### src/rtl/nw_path_decoder_if.sv
// Stream bundle for nw_path_decoder: traceback coordinate input and
// alignment column output, each with a valid/ready handshake.
interface nw_path_decoder_if #(
   parameter int CWIDTH      = 2,
   parameter int CORD_LENGTH = 8
);
   logic                     in_valid;
   logic                     in_ready;
   logic [2*CORD_LENGTH-1:0] in_data;
   logic                     out_valid;
   logic                     out_ready;
   logic [1:0]               out_op;
   logic [CWIDTH-1:0]        out_c1;
   logic [CWIDTH-1:0]        out_c2;
   logic                     out_match;
   logic                     out_last;

   modport slave (
      input  in_valid, in_data, out_ready,
      output in_ready, out_valid, out_op, out_c1, out_c2,
      output out_match, out_last
   );

   modport master (
      output in_valid, in_data, out_ready,
      input  in_ready, out_valid, out_op, out_c1, out_c2,
      input  out_match, out_last
   );
endinterface

### src/rtl/nw_path_decoder.sv
// Needleman-Wunsch traceback consumer: stacks path steps, replays them forward.
// Optional running alignment score enabled by defining NW_DEC_SCORE_EN.
module nw_path_decoder #(
   parameter int LENGTH      = 10,
   parameter int CWIDTH      = 2,
   parameter int SWIDTH      = 16,
   parameter int CORD_LENGTH = 8,
   parameter int MATCH       = 1,
   parameter int MISMATCH    = -1,
   parameter int INDEL       = -1
) (
   input  logic                     clk,
   input  logic                     reset,
   input  logic                     clear,
   input  logic [LENGTH*CWIDTH-1:0] s1,
   input  logic [LENGTH*CWIDTH-1:0] s2,
   nw_path_decoder_if.slave         bus,
   output logic                     done,
   output logic                     error
`ifdef NW_DEC_SCORE_EN
   ,
   output logic signed [SWIDTH-1:0] score,
   output logic                     score_valid
`endif
);
   localparam int CL    = CORD_LENGTH;
   localparam int DEPTH = 2*LENGTH-1;
   localparam int SPW   = $clog2(DEPTH+1);
   localparam int EW    = 2 + 2*CL;

   if (LENGTH < 2 || LENGTH > 2**CL || SWIDTH < 2 ||
       MATCH >= 2**(SWIDTH-1) || MISMATCH < -(2**(SWIDTH-1)) ||
       INDEL < -(2**(SWIDTH-1))) begin : g_bad_cfg
      $error("nw_path_decoder: unsupported parameter set");
   end

   typedef enum logic [2:0] {
      S_INGEST, S_FLUSH, S_EMIT, S_DONE, S_ERR
   } state_t;

   state_t              r_state;
   logic [EW-1:0]       r_stack [DEPTH];
   logic [SPW-1:0]      r_sp;
   logic                r_pend;
   logic [CL-1:0]       r_px;
   logic [CL-1:0]       r_py;
   logic                r_ov;
   logic [1:0]          r_op;
   logic [CWIDTH-1:0]   r_c1;
   logic [CWIDTH-1:0]   r_c2;
   logic                r_match;
   logic                r_last;

   function automatic logic [CWIDTH-1:0] ch(
      input logic [LENGTH*CWIDTH-1:0] s,
      input logic [CL-1:0]            i
   );
      logic [LENGTH*CWIDTH-1:0] t;
      t = s >> (CWIDTH * (LENGTH - 1 - int'(i)));
      return t[CWIDTH-1:0];
   endfunction

   logic [CL-1:0] w_x, w_y, w_dx, w_dy;
   logic          w_acc, w_range, w_first, w_zero, w_full;
   logic          w_diag, w_up, w_left, w_bad;
   logic [1:0]    w_op;

   assign w_x     = bus.in_data[2*CL-1:CL];
   assign w_y     = bus.in_data[CL-1:0];
   assign w_acc   = bus.in_valid && bus.in_ready;
   // Deltas wrap at coordinate width, so stepping left of 0 never classifies
   assign w_dx    = r_px - 1'b1;
   assign w_dy    = r_py - 1'b1;
   assign w_range = ({1'b0, w_x} < (CL+1)'(LENGTH)) &&
                    ({1'b0, w_y} < (CL+1)'(LENGTH));
   assign w_first = (w_x == CL'(LENGTH-1)) && (w_y == CL'(LENGTH-1));
   assign w_zero  = (w_x == '0) && (w_y == '0);
   assign w_full  = (r_sp == SPW'(DEPTH));
   assign w_diag  = (w_x == w_dx) && (w_y == w_dy);
   assign w_up    = (w_x == r_px) && (w_y == w_dy);
   assign w_left  = (w_x == w_dx) && (w_y == r_py);

   always_comb begin
      w_op  = 2'b00;
      w_bad = 1'b0;
      unique case (1'b1)
         w_diag:  w_op = 2'b10;
         w_up:    w_op = 2'b00;
         w_left:  w_op = 2'b01;
         default: w_bad = 1'b1;
      endcase
   end

   // First load reads the top; a pop reloads from the entry beneath it
   logic [SPW-1:0]    w_idx;
   logic [EW-1:0]     w_sel;
   logic [1:0]        w_eop;
   logic [CL-1:0]     w_ex, w_ey;
   logic [CWIDTH-1:0] w_ch1, w_ch2;

   assign w_idx = r_ov ? r_sp - SPW'(2) : r_sp - SPW'(1);
   assign w_sel = r_stack[w_idx];
   assign w_eop = w_sel[EW-1:EW-2];
   assign w_ex  = w_sel[2*CL-1:CL];
   assign w_ey  = w_sel[CL-1:0];
   assign w_ch1 = ch(s1, w_ey);
   assign w_ch2 = ch(s2, w_ex);

`ifdef NW_DEC_SCORE_EN
   logic signed [SWIDTH-1:0] r_score;
   logic signed [SWIDTH-1:0] w_wt;
   assign w_wt = (r_op == 2'b10) ?
                 (r_match ? SWIDTH'(MATCH) : SWIDTH'(MISMATCH)) :
                 SWIDTH'(INDEL);
   assign score       = r_score;
   assign score_valid = (r_state == S_DONE);
`endif

   always_ff @(posedge clk or posedge reset) begin
      if (reset) begin
         r_state <= S_INGEST;
         r_sp    <= '0;
         r_pend  <= 1'b0;
         r_px    <= '0;
         r_py    <= '0;
         r_ov    <= 1'b0;
         r_op    <= '0;
         r_c1    <= '0;
         r_c2    <= '0;
         r_match <= 1'b0;
         r_last  <= 1'b0;
         for (int k = 0; k < DEPTH; k++) r_stack[k] <= '0;
`ifdef NW_DEC_SCORE_EN
         r_score <= '0;
`endif
      end else begin
         unique case (r_state)
            S_INGEST: begin
               if (w_acc) begin
                  if (!w_range) begin
                     r_state <= S_ERR;
                  end else if (!r_pend) begin
                     if (w_first) begin
                        r_px   <= w_x;
                        r_py   <= w_y;
                        r_pend <= 1'b1;
                     end else begin
                        r_state <= S_ERR;
                     end
                  end else if (w_bad || w_full) begin
                     r_state <= S_ERR;
                  end else begin
                     r_stack[r_sp] <= {w_op, r_px, r_py};
                     r_sp          <= r_sp + SPW'(1);
                     r_px          <= w_x;
                     r_py          <= w_y;
                     if (w_zero) r_state <= S_FLUSH;
                  end
               end
            end
            S_FLUSH: begin
               if (w_full) begin
                  r_state <= S_ERR;
               end else begin
                  r_stack[r_sp] <= {2'b10, r_px, r_py};
                  r_sp          <= r_sp + SPW'(1);
                  r_state       <= S_EMIT;
               end
            end
            S_EMIT: begin
               if (!r_ov || bus.out_ready) begin
`ifdef NW_DEC_SCORE_EN
                  if (r_ov) r_score <= r_score + w_wt;
`endif
                  if (r_ov && r_sp == SPW'(1)) begin
                     r_sp    <= '0;
                     r_ov    <= 1'b0;
                     r_op    <= '0;
                     r_c1    <= '0;
                     r_c2    <= '0;
                     r_match <= 1'b0;
                     r_last  <= 1'b0;
                     r_state <= S_DONE;
                  end else begin
                     if (r_ov) r_sp <= r_sp - SPW'(1);
                     r_ov    <= 1'b1;
                     r_op    <= w_eop;
                     r_c1    <= (w_eop == 2'b01) ? '0 : w_ch1;
                     r_c2    <= (w_eop == 2'b00) ? '0 : w_ch2;
                     r_match <= (w_eop == 2'b10) && (w_ch1 == w_ch2);
                     r_last  <= r_ov ? (r_sp == SPW'(2)) : (r_sp == SPW'(1));
                  end
               end
            end
            S_DONE, S_ERR: begin
               if (clear) begin
                  r_state <= S_INGEST;
                  r_sp    <= '0;
                  r_pend  <= 1'b0;
`ifdef NW_DEC_SCORE_EN
                  r_score <= '0;
`endif
               end
            end
            default: r_state <= S_ERR;
         endcase
      end
   end

   assign bus.in_ready  = (r_state == S_INGEST) && !reset;
   assign bus.out_valid = r_ov;
   assign bus.out_op    = r_op;
   assign bus.out_c1    = r_c1;
   assign bus.out_c2    = r_c2;
   assign bus.out_match = r_match;
   assign bus.out_last  = r_last;
   assign done          = (r_state == S_DONE);
   assign error         = (r_state == S_ERR);
endmodule

### src/flat_wrapper.sv
// flat-port wrapper written by rule: the top's interface ports become plain ports
module nw_path_decoder_flat 
#(
   parameter int LENGTH      = 10,
   parameter int CWIDTH      = 2,
   parameter int SWIDTH      = 16,
   parameter int CORD_LENGTH = 8,
   parameter int MATCH       = 1,
   parameter int MISMATCH    = -1,
   parameter int INDEL       = -1
)
  (clk, reset, clear, s1, s2, done, error, bus_in_valid, bus_in_data, bus_out_ready, bus_in_ready, bus_out_valid, bus_out_op, bus_out_c1, bus_out_c2, bus_out_match, bus_out_last);
  nw_path_decoder_if #(.CWIDTH(CWIDTH), .CORD_LENGTH(CORD_LENGTH)) bus_i ();
  input  logic clk;
  input  logic reset;
  input  logic clear;
  input  logic [LENGTH*CWIDTH-1:0] s1;
  input  logic [LENGTH*CWIDTH-1:0] s2;
  output logic done;
  output logic error;
  input wire logic [$bits(bus_i.in_valid)-1:0] bus_in_valid;
  input wire logic [$bits(bus_i.in_data)-1:0] bus_in_data;
  input wire logic [$bits(bus_i.out_ready)-1:0] bus_out_ready;
  output wire logic [$bits(bus_i.in_ready)-1:0] bus_in_ready;
  output wire logic [$bits(bus_i.out_valid)-1:0] bus_out_valid;
  output wire logic [$bits(bus_i.out_op)-1:0] bus_out_op;
  output wire logic [$bits(bus_i.out_c1)-1:0] bus_out_c1;
  output wire logic [$bits(bus_i.out_c2)-1:0] bus_out_c2;
  output wire logic [$bits(bus_i.out_match)-1:0] bus_out_match;
  output wire logic [$bits(bus_i.out_last)-1:0] bus_out_last;
  assign bus_i.in_valid = bus_in_valid;
  assign bus_i.in_data = bus_in_data;
  assign bus_i.out_ready = bus_out_ready;
  assign bus_in_ready = bus_i.in_ready;
  assign bus_out_valid = bus_i.out_valid;
  assign bus_out_op = bus_i.out_op;
  assign bus_out_c1 = bus_i.out_c1;
  assign bus_out_c2 = bus_i.out_c2;
  assign bus_out_match = bus_i.out_match;
  assign bus_out_last = bus_i.out_last;
  nw_path_decoder #(.LENGTH(LENGTH), .CWIDTH(CWIDTH), .SWIDTH(SWIDTH), .CORD_LENGTH(CORD_LENGTH), .MATCH(MATCH), .MISMATCH(MISMATCH), .INDEL(INDEL)) u_core (.clk(clk), .reset(reset), .clear(clear), .s1(s1), .s2(s2), .bus(bus_i), .done(done), .error(error));
endmodule
### config.mk
export PLATFORM = sky130hd
export DESIGN_NAME = nw_path_decoder_flat
export DESIGN_NICKNAME = d
export VERILOG_FILES = /design/src/rtl/nw_path_decoder_if.sv /design/src/rtl/nw_path_decoder.sv /design/src/flat_wrapper.sv
export SDC_FILE = /design/constraint.sdc
export NUM_CORES = 1
export LEC_CHECK = 0
export CORE_ASPECT_RATIO = 0.5
export CORE_MARGIN = 2
export CORE_UTILIZATION = 62
export DETAILED_ROUTE_END_ITERATION = 8
export PLACE_DENSITY = 0.81
export SYNTH_ARGS = -nofsm -noshare
export SYNTH_HDL_FRONTEND = slang
export SYNTH_SLANG_ARGS = --single-unit
### constraint.sdc
create_clock -name clk -period 13.7 [get_ports clk]
set_input_delay 1.37 -clock clk [delete_from_list [all_inputs] [get_ports clk]]
set_output_delay 1.37 -clock clk [all_outputs]
set_load 0.005 [all_outputs]
Yosys cells after proc, flatten, opt, wreduce, memory -nomap -nowiden
Cells that the tools add are included.
- register bits: 376
- input port bits: 61
- output and inout bits: 12
- word-level logic and storage cells: 163
- add/subtract/negate cells: 7
- $lt $le $gt $ge: 5
- eq/ne operators: 28
- shift-type cells: 2
- muxes and demuxes: 58
- bitwise gates (word level): 2
- reduce and logical (&&, ||, !) cells: 31
- operators with widths (kind ; number):
    342-bit 2-to-1 mux ; 5
    342-bit bitwise mux ; 2
    342-bit one-hot mux with 2 select lines ; 1
    18-bit binary-select mux with 5-bit select ; 1
    18-bit demux with 5-bit select ; 1
    20-bit by 32-bit >> shifter with 2-bit output ; 2
    18-bit 2-to-1 mux ; 3
    5-bit 2-to-1 mux ; 10
    8-bit 2-to-1 mux ; 6
    8-bit equality test ; 4
    3-bit 2-to-1 mux ; 10
    5-bit one-hot mux with 4 select lines ; 1
    4-bit by 8-bit subtractor with 9-bit output (first input constant) ; 2
    8-bit by 4-bit equality test with 1-bit output (second input constant) ; 2
    8-bit zero test ; 2
    8-bit by 4-bit < comparator with 1-bit output (second input constant) ; 2
    8-bit by 1-bit subtractor with 8-bit output (second input constant) ; 2
    6-bit >= comparator (second input constant) ; 2
    5-bit inverter with 6-bit output ; 2
    3-bit one-hot mux with 4 select lines ; 1
    6-bit AND reduction ; 2
    1-bit logical AND ; 11
    1-bit 2-to-1 mux ; 10
    2-bit 2-to-1 mux ; 5
    other kinds (32) ; 44

Logic depth before layout (Yosys ltp)
- depth after elaboration: 11
- gate-level depth with buffers: 21

Worst setup path after synthesis
No wires, ideal clock.
- kind: in2reg
- from: input reset
- to: register (tool-made name)
- library setup time: 125 ps
- data arrival time: 11115 ps
- data required time: 13575 ps
- slack: 2460 ps
- cell stages on the path: 9
- buffers on the path: 3
- path through: inv_1 nand2_1 nor2_1 a22o_2 buf_6 buf_12 nand3_4 buf_12 mux2_4
- RTL lines (item ; RTL line ; text):
    start: declaration ; flat_wrapper.sv:15 ; input logic reset;

Worst setup path in the final report
- from: register u_core.r_sp[1]
- to: register u_core.r_match, in the netlist u_core.bus.out_match
- longest elaborated chain between the ends: 11
- elaborated cells on any way between the ends: 17
- ends and longest elaborated chain (item ; RTL line ; text):
    start: declaration ; nw_path_decoder.sv:43 ; logic [SPW-1:0] r_sp;
    start signal: assignment ; nw_path_decoder.sv:154 ; r_sp <= r_sp + SPW'(1);
    start signal: assignment ; nw_path_decoder.sv:166 ; r_sp <= r_sp + SPW'(1);
    start signal: assignment ; nw_path_decoder.sv:185 ; if (r_ov) r_sp <= r_sp - SPW'(1);
    5-bit by 1-bit subtractor with 5-bit output or 5-bit by 2-bit subtractor with 5-bit output (tied branches) ; nw_path_decoder.sv:101 ; assign w_idx = r_ov ? r_sp - SPW'(2) : r_sp - SPW'(1);
    5-bit 2-to-1 mux ; nw_path_decoder.sv:101 ;
    5-bit inverter with 6-bit output (not written as such) ; nw_path_decoder.sv:102 ; assign w_sel = r_stack[w_idx];
    18-bit binary-select mux with 5-bit select ; nw_path_decoder.sv:102 ;
    18-bit 2-to-1 mux (not written as such) (2 in series) ; nw_path_decoder.sv:102 ;
    4-bit by 8-bit subtractor with 9-bit output ; nw_path_decoder.sv:59 ; t = s >> (CWIDTH * (LENGTH - 1 - int'(i)));
    20-bit by 32-bit >> shifter with 2-bit output ; nw_path_decoder.sv:59 ;
    2-bit equality test ; nw_path_decoder.sv:190 ; r_match <= (w_eop == 2'b10) && (w_ch1 == w_ch2);
    1-bit logical AND ; nw_path_decoder.sv:190 ;
    1-bit 2-to-1 mux * ; nw_path_decoder.sv:175 ; if (r_ov && r_sp == SPW'(1)) begin
    end signal: assignment ; nw_path_decoder.sv:190 ;
    end: declaration ; nw_path_decoder.sv:51 ; logic r_match;
Mark *: on every way between the ends. The rest lies on a longest branch, timed or not. The select of a mux whose other input is x is not followed.
A chain may end at the register's enable or synchronous reset.

==> results_dict.tcl <==
set metrics [dict create \
    fp-row-count 46 \
    leakage_nw 10.5 \
    seq_area_um2 9410 \
    numPortBuffers 72 \
    min-delay-path-class "reg -> reg" \
    root_buffer "clkbuf_16" \
    cts_setup_buffers 0 \
    multi_input_area_um2 9720 \
    cts_tree "built" \
    syn_area_um2 19900 \
    rsz0062_at_grt "no" \
    clkLatencyLatePin_ns 0.54 \
    clockBufferDepth 3 \
    slew_headroom_pct 20.3 \
    grt_first_pass_wirelength_um 81600 \
    num_vias 13800 \
    cts_sinks 376 \
    ys.flop_type "dfrtp_1" \
    setup-violations-final 0 \
    clk_pin_slew_ns 0.07 \
    powerDensity_nw_per_um2 161 \
    synth_edf_count 0 \
    slowest_stage "mux4_2" \
    synthMuxAreaShare_pct 28.9 \
    hold_violations 0 \
    cts.repair.resized 0 \
    yosys.area_share.simple_pct 8.95 \
    fin_ws_ns 7.93 \
    synth_seq_cells 376 \
    path_cells "buf_4 -> inv_1 -> ha_2 -> buf_4 -> mux2i_4 -> buf_4 -> mux2i_1 -> mux4_2 -> nor3_1 -> a211o_1 -> inv_1 -> ha_1 -> inv_1 -> mux4_2 -> o2111ai_1 -> a311oi_2 -> xor2_1 -> o31ai_1" \
    detail_route.wl_per_cell_um 26.0 \
    yosysSeqAreaShare_pct 47.2 \
    n_antenna_cell 0 \
    grt_max_degree 154 \
    avgViaCountPerCell 6.77 \
    cp.required_ns 14.14 \
    die_y_um 131 \
    final_common_cell "dfrtp_1" \
    yosysUniqueCellTypes 89 \
    maxSlewViolCount 0 \
    drive_above_1_share_pct 30.2 \
    grt_antenna_before_repair 0 \
    initial_core_util_pct 62.9 \
    grtUsageTotal_pct 31.7 \
    synthAdderAreaFrac_pct 0.691 \
    max_freq_mhz 173 \
    syn_inst 1578 \
    syn_nets 1650 \
    synthXorXnorAreaFrac_pct 1.61 \
    die_area_um2 33700 \
    tightest_slew_ns 1.19 \
    crit_fanout 41 \
    critPathKind "reg -> reg" \
    areaGrowthSynthToFinish_pct 9.11 \
    slowest_delay_ns 0.54 \
    cts_buffers 35 \
    fin_total_pwr_mw 3.50 \
    drt_wl_total_um 52900 \
    start_kind "flip-flop" \
    gr-total-overflow 0 \
    ir_worst_vdd_uv 111 \
    critPathArrivalTime_ns 6.21 \
    status "finished, final reports clean" \
    synth_top_family_by_area "multiplexers" \
    cap_violations 0 \
    critPathCaptureType "flip-flop" \
    utilization_pct 68.6 \
    fin_nets 1655 \
    finalClockSkew_ns 0.0149 \
    die_w_um 257 \
    gp_congestion 0.913 \
    dpl.hpwl_um 33500 \
    async_reset_ff_share_pct 100 \
    ios 73 \
    ys_warn_count 0 \
    final_cell_mix "374 x dfrtp_1, 253 x mux2_2, 99 x nand2_1, 97 x mux2_4, 94 x mux2i_1" \
    synth-compound-area-share_pct 8.43 \
    core_area_um2 31700 \
    drt_first_iter_violations 1533 \
    drc 0 \
    drtAntennaViolNets 0 \
    grt_pass1_vias 14000 \
    min_period_ns 5.77 \
    num-fill-cells 2136 \
    postCtsHoldBufs 0 \
    dr.pass1.iters 6 \
    post-route-period-util_pct 42.1 \
    place_ws_ns 8.08 \
    h-tree-depth 2 \
    tns_ns 0 \
    syn_area_per_cell_um2 12.6 \
]
[cell type report]
cell class,count,area share [%]
sequential,376,43.3
timing repair buffer,91,3.99
inverter,19,0.363
tap,432,2.49
clock inverter,13,0.806
clock buffer,46,4.31
multi-input combinational,1060,44.7
[synthesized netlist by cell type (3+ instances only)]
library cell	instances	area, um2
buf_12	11	220
nor3b_1	3	22.5
nand3_4	10	175
a21oi_1	31	155
a311oi_1	10	87.6
a22o_1	11	96.3
clkbuf_1	54	203
nor2_1	39	146
inv_1	18	67.6
o31ai_1	11	82.6
and2_1	12	75.1
xor2_1	15	131
a31oi_1	7	43.8
and3_1	9	56.3
nor3_1	28	140
a221oi_1	27	236
buf_4	15	113
a211oi_1	12	90.1
nand2_1	99	372
nor2b_1	11	68.8
mux2_1	4	45.0
mux2_2	253	2850
buf_1	5	18.8
o221ai_1	5	43.8
a2111oi_0	5	43.8
nand3_1	30	150
a21o_1	5	37.5
ha_1	11	138
nor4_1	40	250
xnor2_1	18	158
mux2i_1	94	941
o21ai_0	42	210
o211ai_1	5	37.5
dfrtp_1	376	9410
o2111ai_1	3	26.3
nand3_2	8	80.1
a22oi_1	10	75.1
mux2_4	97	1460
buf_2	35	175
a221o_1	6	60.1
nand2b_1	9	56.3
mux4_2	20	450
[metal layers]
metal	share of wire, %	vias to the layer above	GRT usage [%]
met5	0	-	0
met4	2.4	0	10.2
met3	9.3	112	8.83
met2	45	608	49.4
met1	43	7203	43.6
li1	-	5876	-
[worst max-delay path, delay by kind of cell, from the launching register on]
kind / cells / cell delay [ns]
xor gates and xnor gates: 1 / 0.19
adders and majority gates: 2 / 0.79
buffers and inverters: 6 / 1.94
AOI/OAI and AO/OA: 4 / 0.82
DFF: 1 / 0.34
muxes: 4 / 1.37
and+or+nand+nor: 1 / 0.19
[kinds of logic after synthesis]
group	after synthesis
fa+ha+maj	11
mux	469
simple gates	317
compound gates	228
buf+inv	142
xor+xnor	35
flops	376
[report_power, final]
group,internal [mW],switching (mW)
Combinational,0.448,0.934
Sequential,1.12,0.0114
Clock,0.559,0.428
Total,2.12,1.37
[final timing paths]
kind                                      startpoint                   end  slack [ns]  depth (start not counted)
worst max-delay path                  u_core.r_sp[1]  u_core.bus.out_match        7.93                         18
worst min-delay path            u_core.bus.out_op[1]  u_core.bus.out_op[1]        0.48                          1
worst max register to register        u_core.r_sp[1]  u_core.bus.out_match        7.93                         18
worst min register to register  u_core.bus.out_op[1]  u_core.bus.out_op[1]        0.48                          1
max in group asynchronous                      reset        u_core.r_sp[1]        9.77                          4
min in group asynchronous                      reset   u_core.bus.out_last        1.47                          2
[through the flow]
step	area, um2	instances	hold WS (ns)
6_report	21700	2037	0.478
5_1_grt	21700	2037	0.509
4_1_cts	21700	2036	0.487
3_5_place_dp	20600	1977	0.469
3_3_place_gp	20600	1977	0.466
2_1_floorplan	19900	1578	0.464
No activity file was read; power rests on OpenSTA's default activity.
==> patch 1: new RTL, same settings <==
`CORD_LENGTH` is set to 8 in 3 places; all go to 4.
--- a/src/rtl/nw_path_decoder_if.sv
+++ b/src/rtl/nw_path_decoder_if.sv
@@ -2,7 +2,7 @@
 // alignment column output, each with a valid/ready handshake.
 interface nw_path_decoder_if #(
    parameter int CWIDTH      = 2,
-   parameter int CORD_LENGTH = 8
+   parameter int CORD_LENGTH = 4
 );
    logic                     in_valid;
    logic                     in_ready;
--- a/src/rtl/nw_path_decoder.sv
+++ b/src/rtl/nw_path_decoder.sv
@@ -4,7 +4,7 @@
    parameter int LENGTH      = 10,
    parameter int CWIDTH      = 2,
    parameter int SWIDTH      = 16,
-   parameter int CORD_LENGTH = 8,
+   parameter int CORD_LENGTH = 4,
    parameter int MATCH       = 1,
    parameter int MISMATCH    = -1,
    parameter int INDEL       = -1
--- a/src/flat_wrapper.sv
+++ b/src/flat_wrapper.sv
@@ -4,7 +4,7 @@
    parameter int LENGTH      = 10,
    parameter int CWIDTH      = 2,
    parameter int SWIDTH      = 16,
-   parameter int CORD_LENGTH = 8,
+   parameter int CORD_LENGTH = 4,
    parameter int MATCH       = 1,
    parameter int MISMATCH    = -1,
    parameter int INDEL       = -1
Interface: changed (resized bus_in_data); port bits go from 73 to 65. No check against the original RTL was run, so the function may have changed too.
==> patch 1 against the unedited design <==
Maximum frequency fell by 1.5%; setup slack got worse by 0.085 ns; wire length fell by 41%; cell area fell by 38%; synthesized area fell by 39%; die area fell by 38%; sequential cell count fell by 160; critical path depth fell by 2; power fell by 17%; critical endpoint unchanged; largest cell class unchanged; highest routed layer unchanged.
==> patch 1: results (changes against the unedited design) <==
The run finished with clean final reports. The post-cts sizing count came out at 0 (unchanged). Post-synthesis sequential area ratio: 44.7% (-2.6 points). The post-CTS setup repair buffer count is 0 (unchanged). The fraction of final layout cells sized beyond drive strength 1 is 26.7% (-3.6 points). Final hold slack: 0.473 ns (-0.00547 ns). The run gives 0 ns (unchanged) as the total negative slack. The count of H-tree levels built during CTS is 1 (-1). The commonest cells after synthesis are sky130_fd_sc_hd__dfrtp_1 (216), sky130_fd_sc_hd__mux2_2 (173), sky130_fd_sc_hd__nand2_1 (94), sky130_fd_sc_hd__o21ai_0 (60), sky130_fd_sc_hd__nor2_1 (43). The termination of the worst setup path is u_core.bus.out_match$_DFFE_PP0P_.

The number of clock buffers inserted by TritonCTS is 20 (-43%). Mean instance size in the synthesized netlist: 12.0 um^2 (-4.9%). Share of synthesized registers carrying an async set or reset: 100% (unchanged). The number of antenna violations at the first check in global routing was 0 (unchanged); the DRC violation total after the first TritonRoute iteration was 966 (-37%). The run gives 20.6 mm (-39%) as the detailed placement HPWL. Ranked by total cell area, the synthesized netlist is headed by sky130_fd_sc_hd__dfrtp_1 (45%), sky130_fd_sc_hd__mux2_2 (16%), sky130_fd_sc_hd__mux4_2 (6.7%).

The instance area after placement was 0.0128 mm^2 (-38%). The length in cells of the worst reg-to-reg path was 16 (-2); the via count was 8838 (-36%). The clock-pin slew of the registers on the worst-case setup and hold paths was 0.06 ns; the largest net degree at the start of global routing was 140 (-9.1%).

The run gives 0.165 mV (+49%) as the worst supply voltage drop on vdd. Number of hold violations in the final report: 0 (unchanged). The first-pass GRT wire length is 48.7 mm (-40%), and the transition time at the pin with the least slew margin is 1.26 ns (+0.0675 ns). The maximum fanout along the worst path is 68 (+66%).

The final clock skew was 0.0179 ns (+0.00300 ns). Reg-to-reg critical path startpoint: u_core.r_sp[0]$_DFFE_PP0P_. The startpoint class of the critical path was a register.

The tools report the net count after synthesis as 1072 (-35%). The cell total after placement is 1279 (-35%). For the final weighted congestion in routability-driven placement, the log shows 0.905 (-0.85%).

The tools report the static power due to leakage as 6.17 nW (-41%). The maximum clock insertion buffer count is 3 (unchanged). For the pre-CTS setup slack, the log shows 7.99 ns (-0.0902 ns).

The number of vias per cell after detailed routing works out to 6.75 (-0.33%). The master cell of the clock root buffer was sky130_fd_sc_hd__clkbuf_16. The number of stages on the worst hold path was 2 (+1).

The antenna diode count came out at 0 (unchanged). The type of the tightest min-delay check was reg -> reg. The flop-to-flop setup slack is 7.85 ns (-0.09 ns), and the number of iterations in the first detailed-routing pass is 9 (+3). The final period utilization is 42.7% (+0.62 points). The overall routing resource usage is 30.6% (-1.1 points). Most common flop cell mapped by yosys: sky130_fd_sc_hd__dfrtp_1. The clock insertion delay at the later pin of the skew report is 0.52 ns (-0.02 ns).

The logs give 31.3 mm (-41%) for the detailed-route wire length and 1.65 mW (-22%) for the internal power contribution. The run gives 92 (+3.4%) as the count of different cell masters after synthesis. The total of buffers placed on input and output ports works out to 64 (-11%).

The yosys synthesis warning count was 0 (unchanged). The via count of the first global-routing pass came out at 8600 (-39%).
-- patch 1: critical path, cell delays in order, from the launching register on --
cell and delay, ns:
sky130_fd_sc_hd__dfrtp_2 0.34, sky130_fd_sc_hd__buf_4 0.74, sky130_fd_sc_hd__inv_1 0.22, sky130_fd_sc_hd__ha_1 0.46, sky130_fd_sc_hd__xor2_1 0.33, sky130_fd_sc_hd__o21a_1 0.72
sky130_fd_sc_hd__nand4_1 0.24, sky130_fd_sc_hd__a41oi_1 0.53, sky130_fd_sc_hd__or2_1 0.32, sky130_fd_sc_hd__inv_1 0.08, sky130_fd_sc_hd__ha_1 0.46, sky130_fd_sc_hd__nor2_1 0.10
sky130_fd_sc_hd__a221o_1 0.35, sky130_fd_sc_hd__o31ai_1 0.08, sky130_fd_sc_hd__o211ai_1 0.22, sky130_fd_sc_hd__and3_1 0.25, sky130_fd_sc_hd__o41ai_2 0.32
-- patch 1: logic make-up (layout without fill, tap and decap cells) --
kind of cell,count (synthesis),count (layout),synth area share [%]
flops,216,216,44.7
xor+xnor,19,19,1.56
simple gates,239,239,9.59
compound gates,171,171,9.89
fa+ha+maj,11,11,1.14
mux,262,262,29.0
buf+inv,90,125,4.19
-- patch 1: power by group through the flow --
stage	clock network, mW	logic, mW	registers [mW]
after floorplan	0	1.18	0.793
after global placement	0	1.45	0.816
after detailed placement	0	1.49	0.824
after CTS	0.543	1.50	0.815
after global routing	0.572	1.62	0.830
final	0.540	1.53	0.820
-- patch 1: final cells by class --
type,count,area [um^2]
inverters,19,78.8
well taps,266,333
fillers,1334,5910
clock inverters,2,35.0
multi-input cells,702,6200
clock buffers,28,581
repair buffers,76,731
flip-flops and latches,216,5410
-- patch 1: layer usage --
layer,wire [um],global-route usage [%]
met1,13200,43.1
met2,13800,47.7
met3,3030,7.52
met4,1170,9.90
met5,0,0
==> patch 2: new RTL, config.mk and constraints unchanged <==
Made on the original files. Register the output `error`; this adds one clock of latency there. The other outputs are not delayed to match.
--- a/src/rtl/nw_path_decoder.sv
+++ b/src/rtl/nw_path_decoder.sv
@@ -215,6 +215,12 @@
    assign bus.out_match = r_match;
    assign bus.out_last  = r_last;
    assign done          = (r_state == S_DONE);
-   assign error         = (r_state == S_ERR);
+   always_ff @(posedge clk or posedge reset) begin
+      if (reset) begin
+         error <= '0;
+      end else begin
+         error <= (r_state == S_ERR);
+      end
+   end
 endmodule
 
Function: not settled (the Yosys comparison gave no result); the edit may change what the design does.
==> patch 2 against the unedited design <==
Sequential share of layout area increased by 0.89 points; synthesized area fell by 2.9%; non-clock buffer count rose by 14; cell area down 1.7%; wire length decreased by 0.51%; clock skew increased by 0.012 ns; setup slack worse by 0.53 ns; first-iteration DRC count is 0.78% higher; power up 23%; clock power grew 5%; sequential cell count up 1; die area decreased by 2.8%; via count hardly changed; critical path type unchanged; critical endpoint unchanged; largest power group unchanged; highest routed layer unchanged.
==> patch 2: results (changes against the unedited design) <==
The run finished with clean final reports. The tools report the final clock skew as 0.0264 ns (+0.0115 ns). By count the netlist is led by sky130_fd_sc_hd__dfrtp_1 (377), sky130_fd_sc_hd__mux2_2 (246), sky130_fd_sc_hd__mux2i_1 (110), sky130_fd_sc_hd__mux2_1 (90), sky130_fd_sc_hd__nand2_1 (75).

The total of plain and repair buffers excluding clock buffers was 105 (+15%). For the final hold slack, the log shows 0.489 ns (+0.0111 ns). Number of multi-input logic gates: 1029 (-2.9%).

The logs give 7.41 ns (-0.53 ns) for the flop-to-flop setup slack and 9.33% (+0.49 points) for the met3 layer usage reported by global route. Count of different cell masters after synthesis: 76 (-15%). The fill cell instance count of the final layout was 2063 (-3.4%).

The relative area of clock buffers and inverters in the final design was 5.68% (+0.56 points). The first-pass GRT wire length is 81.5 mm (-0.12%), and the max-slew headroom at the worst pin is 11.3% (-9.0 points). The logs give 13796 (-0.022%) for the via count and 8 (+2) for the number of iterations in the first detailed-routing pass. The logs give 32.8% (+1.2 points) for the overall routing resource usage and 33.0 mm (-1.7%) for the detailed placement HPWL. The highest-delay cell along the critical path is sky130_fd_sc_hd__nor2b_2. After synthesis, the cell types taking the most area are sky130_fd_sc_hd__dfrtp_1 (49%), sky130_fd_sc_hd__mux2_2 (14%), sky130_fd_sc_hd__mux2i_1 (5.7%). The cell total after placement is 1967 (-0.51%), and the DRC violation total after the first TritonRoute iteration is 1545 (+0.78%). Post-synthesis sequential area ratio: 48.8% (+1.5 points). The number of vias per cell after detailed routing is 6.80 (+0.42%).

The detailed route wirelength on metal2 is 23.4 mm (-2.2%), and the fraction of final layout cells sized beyond drive strength 1 is 23.9% (-6.3 points). The worst endpoint data arrival time was 6.75 ns (+0.54 ns); the length in cells of the worst reg-to-reg path was 16 (-2). The met2 routing resource usage after global routing came out at 50.8% (+1.4 points). Among cell families on the critical path, the largest total delay comes from simple AND/OR/NAND/NOR gates. The run gives 22.0 mm (-3.5%) as the wire length on met1.
==> patch 2: cell types whose count changed in the layout (fill, tap and decap cells not counted), sizes merged, moves of 9 or more <==
cell	unedited run	this run
nor4	43	25
a311oi	11	2
nand3	48	24
nand2	100	75
inv	19	33
mux2i	95	110
o41ai	2	16
buf	19	33
mux2	354	336
and3	9	20
==> patch 2: logic make-up after synthesis <==
group           share of synthesized area (%)
flops                                    48.8
xor+xnor                                 1.71
compound gates                           8.64
mux                                      28.4
simple gates                             7.27
buf+inv                                  4.48
fa+ha+maj                               0.712
==> patch 2: per-stage QoR <==
step,worst slack [ns],cell area (um^2)
final,7.41,21300
after global placement,7.77,20100
after detailed placement,7.56,20100
after floorplan,1.55,19300
after global routing,7.11,21300
after CTS,7.50,21300
==> patch 2: where the power goes <==
part	internal (mW)	leakage (nW)	switching, mW
Combinational	0.736	4.32	1.19
Sequential	1.23	5.10	0.110
Clock	0.605	0.598	0.438
Total	2.57	10.0	1.73
